<file path="config.mk">
export PLATFORM = sky130hd
export DESIGN_NAME = code_ram_loader
export DESIGN_NICKNAME = d
export VERILOG_FILES = /design/src/rtl/code_ram_loader.sv
export SDC_FILE = /design/constraint.sdc
export NUM_CORES = 1
export LEC_CHECK = 0
export CAP_MARGIN = 0
export CORE_UTILIZATION = 48
export CTS_CLUSTER_SIZE = 14
export DETAILED_ROUTE_END_ITERATION = 6
export GPL_TIMING_DRIVEN = 0
export MAX_ROUTING_LAYER = met4
export PLACE_DENSITY_LB_ADDON = 0.25
export SYNTH_ARGS = -nofsm -noshare
export SYNTH_HDL_FRONTEND = slang
export SYNTH_SLANG_ARGS = --single-unit
</file>
<file path="constraint.sdc">
create_clock -name clk -period 2.4 [get_ports clk]
set_input_delay 0.48 -clock clk [delete_from_list [all_inputs] [get_ports clk]]
set_output_delay 0.48 -clock clk [all_outputs]
set_load 0.01 [all_outputs]
</file>
<file path="src/rtl/code_ram_loader.sv">
// rtl/code_ram_loader.sv - byte stream to code RAM loader (Avalon-MM debug-write master)
// Packs bytes little-endian into words, writes them with debugaccess, holds the CPU in reset meanwhile.
module code_ram_loader #(
  parameter int ADDR_W = 16,
  parameter int DEPTH  = 40000
) (
  input  logic              clk,
  input  logic              reset,
  input  logic              start,
  input  logic [ADDR_W-1:0] base_addr,
  input  logic              s_valid,
  output logic              s_ready,
  input  logic [7:0]        s_data,
  input  logic              s_last,
  output logic [ADDR_W-1:0] avm_address,
  output logic [3:0]        avm_byteenable,
  output logic              avm_chipselect,
  output logic              avm_write,
  output logic              avm_debugaccess,
  output logic [31:0]       avm_writedata,
  input  logic              avm_waitrequest,
  output logic              busy,
  output logic              done,
  output logic              error,
  output logic [ADDR_W:0]   word_count,
  output logic              cpu_reset_req
);

  typedef enum logic [2:0] {IDLE, COLLECT, WRITE, DRAIN, FINISH} state_t;

  // One extra address bit so a wrap past the ADDR_W range still reads as out of bounds.
  localparam logic [ADDR_W:0] LAST_ADDR = (ADDR_W + 1)'(DEPTH - 1);
  localparam logic [ADDR_W:0] ONE       = (ADDR_W + 1)'(1);

  state_t          state, state_next;
  logic [ADDR_W:0] addr;
  logic [ADDR_W:0] word_cnt;
  logic [1:0]      lane;
  logic [31:0]     data;
  logic [3:0]      be;
  logic            last_pending;
  logic            error_q;

  logic byte_acc;
  logic word_end;
  logic addr_oob;

  assign byte_acc = s_valid && s_ready;
  assign word_end = (state == COLLECT) && byte_acc && ((lane == 2'd3) || s_last);
  assign addr_oob = (addr > LAST_ADDR);

  always_ff @(posedge clk) begin
    if (reset) begin
      state <= IDLE;
    end else begin
      state <= state_next;
    end
  end

  always_comb begin
    state_next = state;
    unique case (state)
      IDLE: begin
        if (start) state_next = COLLECT;
      end
      COLLECT: begin
        // An out-of-range word never reaches WRITE: flag it and drain or finish.
        if (word_end) begin
          if (addr_oob) state_next = s_last ? FINISH : DRAIN;
          else          state_next = WRITE;
        end
      end
      WRITE: begin
        if (!avm_waitrequest) state_next = last_pending ? FINISH : COLLECT;
      end
      DRAIN: begin
        if (byte_acc && s_last) state_next = FINISH;
      end
      FINISH: begin
        state_next = IDLE;
      end
      default: state_next = IDLE;
    endcase
  end

  always_ff @(posedge clk) begin
    if (reset) begin
      addr         <= '0;
      word_cnt     <= '0;
      lane         <= '0;
      data         <= '0;
      be           <= '0;
      last_pending <= 1'b0;
      error_q      <= 1'b0;
    end else begin
      case (state)
        IDLE: begin
          if (start) begin
            addr         <= {1'b0, base_addr};
            word_cnt     <= '0;
            lane         <= '0;
            data         <= '0;
            be           <= '0;
            last_pending <= 1'b0;
            error_q      <= 1'b0;
          end
        end
        COLLECT: begin
          if (byte_acc) begin
            data[{lane, 3'b000} +: 8] <= s_data;
            be[lane]                  <= 1'b1;
            lane                      <= lane + 2'd1;
            if (word_end) begin
              last_pending <= s_last;
              if (addr_oob) begin
                error_q <= 1'b1;
                data    <= '0;
                be      <= '0;
                lane    <= '0;
              end
            end
          end
        end
        WRITE: begin
          if (!avm_waitrequest) begin
            word_cnt <= word_cnt + ONE;
            addr     <= addr + ONE;
            data     <= '0;
            be       <= '0;
            lane     <= '0;
          end
        end
        default: ;
      endcase
    end
  end

  assign s_ready         = (state == COLLECT) || (state == DRAIN);
  assign avm_write       = (state == WRITE);
  assign avm_chipselect  = (state == WRITE);
  assign avm_debugaccess = (state == WRITE);
  assign avm_address     = addr[ADDR_W-1:0];
  assign avm_writedata   = data;
  assign avm_byteenable  = be;
  assign busy            = (state == COLLECT) || (state == WRITE) || (state == DRAIN);
  assign done            = (state == FINISH);
  assign error           = error_q;
  assign word_count      = word_cnt;
  assign cpu_reset_req   = busy;

endmodule

</file>
Word-level counts from Yosys, hierarchy flattened
Index checks and enable logic that the tools add are counted.

Word-level logic and storage cells: 90. Output and inout bits: 77. Bits of input ports: 30. Register bits: 77.

Shift-type cells: 2. Equality and inequality tests: 11. Magnitude comparators: 3. Mux-type cells: 43. Bitwise logic cells: 1. Reduce and logical (&&, ||, !) cells: 18. Add/sub/neg operators: 4.

Operators by type and width (count): 2-to-1 mux 32 bit (5); case mux 32 bit (3 select lines) (1); 2-to-1 mux 17 bit (4); case mux 17 bit (2 select lines) (2); adder 17 x 1 -> 17 bit, second input constant (2); bitwise mux 32 bit (1); variable shift 8 x 7 -> 32 bit, first input constant (1); variable part select 8 x 7 -> 32 bit (1); 2-to-1 mux 3 bit (7); 2-to-1 mux 4 bit (5); > comparator 17 x 16 -> 1 bit, second input constant (1); != test 2 bit, second input constant (6); case mux 3 bit (4 select lines) (1); case mux 4 bit (3 select lines) (1); AND reduction 4 bit (3); 2-to-1 mux 2 bit (5); 2-to-1 mux 1 bit (7); negation 5 -> 7 bit (1); == test 3 x 2 -> 1 bit, second input constant (2); case mux 2 bit (3 select lines) (1); logical AND 1 bit (5); AND reduction 5 bit (1); logical OR 1 bit (4); bitwise OR 4 bit (1); other kinds (12) (14).

Logic depth before layout (Yosys ltp)
Depth after elaboration: 9. Gate-level depth with buffers: 9.

Worst setup path before layout
OpenSTA, ideal clock, no wires.

Kind: reg-to-reg. Start point: register addr[0]. End point: register addr[16]. Arrival: 1.724 ns. Required time: 2.283 ns. Cell stages (with the launch flop): 7. Path buffers: 0. Period minus slack after synthesis: 1.841 ns. Slack: 0.559 ns. Cells stage by stage: dfxtp_1 -> ha_1 -> nand3_1 -> or4_4 -> nor4_2 -> xnor2_1 -> nor2_1.

Longest elaborated chain between the ends: 3.

RTL lines: from (decl) (RTL line 36) `logic [ADDR_W:0] addr;`; from (signal assigned) (RTL line 99) `addr <= {1'b0, base_addr};`; from (signal assigned) (RTL line 127) `addr <= addr + ONE;`; adder 17 x 1 -> 17 bit (RTL line 127); 2-to-1 mux 17 bit (RTL line 125) `if (!avm_waitrequest) begin`; case mux 17 bit (2 select lines) (RTL line 96) `case (state)`.

Every way passes these cells. The select of a mux whose other input is x is not followed. A chain may end at the register's enable or synchronous reset.

Worst setup path after layout
Start point: register state[1]. End point: output port avm_chipselect.

Longest elaborated chain between the ends: 1.

RTL lines: from (decl) (RTL line 35) `state_t state, state_next;`; from (signal assigned) (RTL line 56) `state <= state_next;`; == test 3 x 2 -> 1 bit (RTL line 140) `assign avm_chipselect = (state == WRITE);`; to (decl) (RTL line 17) `output logic avm_chipselect,`.

Every way passes these cells.

==> flow_summary.ini <==
[timing]
slew_viol_final = 0
fin_skew_ps = 11.9
maxSlewHeadroom_pct = 60.5
fin_crit_sh_pct = 95.1
period_minus_slack_ps = 2280
holdWs_ps = 471
fin_tns_setup_ps = 0
hold_viol_final = 0
setup_viol = 0
worst_pin_slew_ps = 592
fmax_mhz = 438
grt_setup_unrepaired = no

[floorplan]
placementRows = 32
fp.dieW_um = 92.1
ioPinCount = 107
fp.dieArea_um2 = 8480
core_area_um2 = 7810
initial_core_util_pct = 49.9
die_y_um = 92.1

[global_route]
busiest_layer = met2
grt_use_met2_pct = 41.4
overflow = 0
gr-usage-all-layers_pct = 26.5
grt_antenna_before_repair = 0
grt_pass1_vias = 3492
grtUsageMet3_pct = 4.06
use_met1_pct = 34.4
grt_first_pass_wirelength_um = 17200
grt_max_degree = 16

[final_layout]
layout.nets = 604
layout-drive-gt1-share_pct = 12.3
diodes = 0
fillers = 653
area_delta_synth_final_pct = 36.7

[min_path]
holdCritPathClass = flip-flop to flip-flop

[worst_setup_path]
r2r_slack_ps = 240
cp_max_fo = 10
end_kind = output port
critical_path_arrival_ps = 1800
start_kind = flip-flop
crit_required_ps = 1920
critical_path_class = flip-flop to output port

[routing]
viasPerCell = 5.58
firstDrtPassIters = 5
drtIter0Drc = 198
vias = 3747
post_drt_wl_per_cell_um = 15.8
drc = 0
wl_um = 10600
antenna_left = 0

[synth]
synth-edff-count = 0
async_reset_ff_share_pct = 0
avgSynthCellArea_um2 = 8.74
synth_warnings = 0
synth_flop_cell = dfxtp_1
ys_seq_elements = 77
ys_seq_area_share_pct = 39.6
syn_inst = 446
netlist_area_um2 = 3900
ys_types = 63
synth_nets = 486

[cts]
cts_sinks = 77
h-tree-depth = 3
ctsHoldBuffers = 0
cts_tree = yes
cts_root_buffer = clkbuf_8
clkLatencyLatePin_ps = 360
cts_buffers = 9
cts.path.max_buffers = 2
cts.clk_slew.worst_paths_ps = 90

[placement]
port_buffers = 106
gp_congestion = 0.937
dp_hpwl_um = 7710

[run_status]
status = completed

[run]
drv_cap = 0

[power]
power.density_nw_per_um2 = 675
vdd_ir_drop_max_v = 0.000495
power.leakage_nw = 1.93
power.total_mw = 3.60
## cells in the mapped netlist, types with 3 or more instances
library cell | n | area share, %
a31oi_1 | 8 | 1.3
and2_1 | 3 | 0.48
nor2b_1 | 5 | 0.80
o31ai_1 | 3 | 0.58
o211ai_2 | 5 | 1.6
nor3_1 | 12 | 1.5
and3_1 | 3 | 0.48
o2bb2ai_1 | 25 | 5.6
nand4_1 | 9 | 1.4
ha_1 | 10 | 3.2
nor2_1 | 42 | 4.0
a21o_1 | 3 | 0.58
dfxtp_1 | 77 | 40
inv_1 | 14 | 1.3
mux2i_1 | 4 | 1.0
o211a_1 | 4 | 1.0
a21oi_1 | 19 | 2.4
buf_2 | 7 | 0.90
o21ai_0 | 18 | 2.3
xnor2_1 | 14 | 3.1
o21a_1 | 4 | 0.77
nand2_1 | 42 | 4.0
buf_4 | 28 | 5.4
xor2_1 | 3 | 0.67
nand3_1 | 11 | 1.4
clkbuf_1 | 6 | 0.58
a22oi_1 | 4 | 0.77
nand2b_1 | 4 | 0.64
o22ai_1 | 8 | 1.3
a211oi_1 | 4 | 0.77
nor4_1 | 8 | 1.3
## metal layers
metal / routed length, um / up-vias
met3: 626 / 15
met1: 4880 / 1759
li1: - / 1834
met2: 4970 / 139
met5: 0 / -
met4: 144 / 0
## path summary, 6_finish.rpt
path,cells after the start,startpoint,end
max reg2reg,6,addr[0]$_SDFFE_PP0P_,addr[16]$_SDFFE_PP0P_
min reg2reg,1,avm_writedata[14]$_SDFFE_PP0P_,avm_writedata[14]$_SDFFE_PP0P_
max,6,state[1]$_SDFFE_PP0P_,avm_chipselect
min,1,avm_writedata[14]$_SDFFE_PP0P_,avm_writedata[14]$_SDFFE_PP0P_
## power breakdown
| group | leakage, nW | internal, mW | total [mW] | switching (mW) |
|---|---|---|---|---|
| logic | 1.19 | 0.492 | 1.02 | 0.526 |
| registers | 0.624 | 1.35 | 1.44 | 0.0959 |
| clock network | 0.115 | 0.600 | 1.14 | 0.535 |
| total | 1.93 | 2.44 | 3.60 | 1.16 |
## cell families (layout without fill, tap and decap cells)
group / Yosys count / after routing / share of synthesized area (%)
AND/OR/NAND/NOR: 158 / 158 / 20.8
AO/OA/AOI/OAI: 122 / 122 / 22.9
flip-flops: 77 / 77 / 39.6
buffers and inverters: 58 / 181 / 8.73
XOR/XNOR: 17 / 17 / 3.82
adder cells (fa/ha/maj): 10 / 10 / 3.21
multiplexers: 4 / 4 / 1.03
## final cells by class
type | instances | area, um2 | share of cell area (%)
buffer | 41 | 284 | 5.33
clock buffer | 9 | 124 | 2.33
sequential | 77 | 1540 | 28.9
timing repair buffer | 109 | 1070 | 20.2
clock inverter | 7 | 104 | 1.95
multi-input combinational | 311 | 2020 | 37.8
inverter | 15 | 56.3 | 1.06
tap | 102 | 128 | 2.40
## through the flow
step | utilization, % | worst slack (ps) | cells | area (um2)
2_1_floorplan | - | 559 | 446 | 3900
3_3_place_gp | 65.1 | -223 | 654 | 5090
3_5_place_dp | 65.1 | -247 | 654 | 5090
4_1_cts | 68.0 | 27.3 | 668 | 5310
5_1_grt | 68.2 | 27.5 | 671 | 5330
6_report | 68.2 | 117 | 671 | 5330
## cells in the final DEF (no fill, tap or decap), types with 3 or more instances in the layout
cell / Yosys / layout
nor2b_1: 5 / 5
o211ai_2: 5 / 5
a211oi_1: 4 / 4
o2bb2ai_1: 25 / 25
and2_1: 3 / 3
a21oi_1: 19 / 19
nand2_1: 42 / 42
o21a_1: 4 / 4
xor2_1: 3 / 3
a22oi_1: 4 / 4
ha_1: 10 / 10
and3_1: 3 / 3
clkdlybuf4s50_1: 0 / 103
clkbuf_8: 0 / 9
nand4_1: 9 / 9
mux2i_1: 4 / 4
nor4_1: 8 / 8
a31oi_1: 8 / 8
buf_2: 7 / 5
nor3_1: 12 / 12
nand2b_1: 4 / 4
o22ai_1: 8 / 8
clkbuf_1: 6 / 6
dfxtp_1: 77 / 77
inv_6: 0 / 3
a21o_1: 3 / 3
inv_1: 14 / 14
buf_4: 28 / 32
xnor2_1: 14 / 14
nor2_1: 42 / 42
nand3_1: 11 / 11
o211a_1: 4 / 4
o31ai_1: 3 / 3
o21ai_0: 18 / 18
## critical path, stage by stage (launching register included)
cell and delay (ps):
dfxtp_1 340, buf_6 130, or3b_1 340, buf_4 180, inv_2 80, buf_8 120, dlygate4sd2_1 260
## repair_timing
| item | in CTS | in global routing |
|---|---|---|
| setup buffers | 0 | 3 |
| pin swaps | 0 | 0 |
| setup endpoints to repair | 3 | 2 |
| gates resized for setup | 8 | 1 |
| hold endpoints to repair | 0 | 0 |
## sequential cells by signal (all words and copies together), names as in the netlist
name / count
avm_byteenable: 4
last_pending: 1
word_count: 17
state: 3
lane: 2
avm_writedata: 32
addr: 17
error: 1
(Power assumes the default switching activity.)
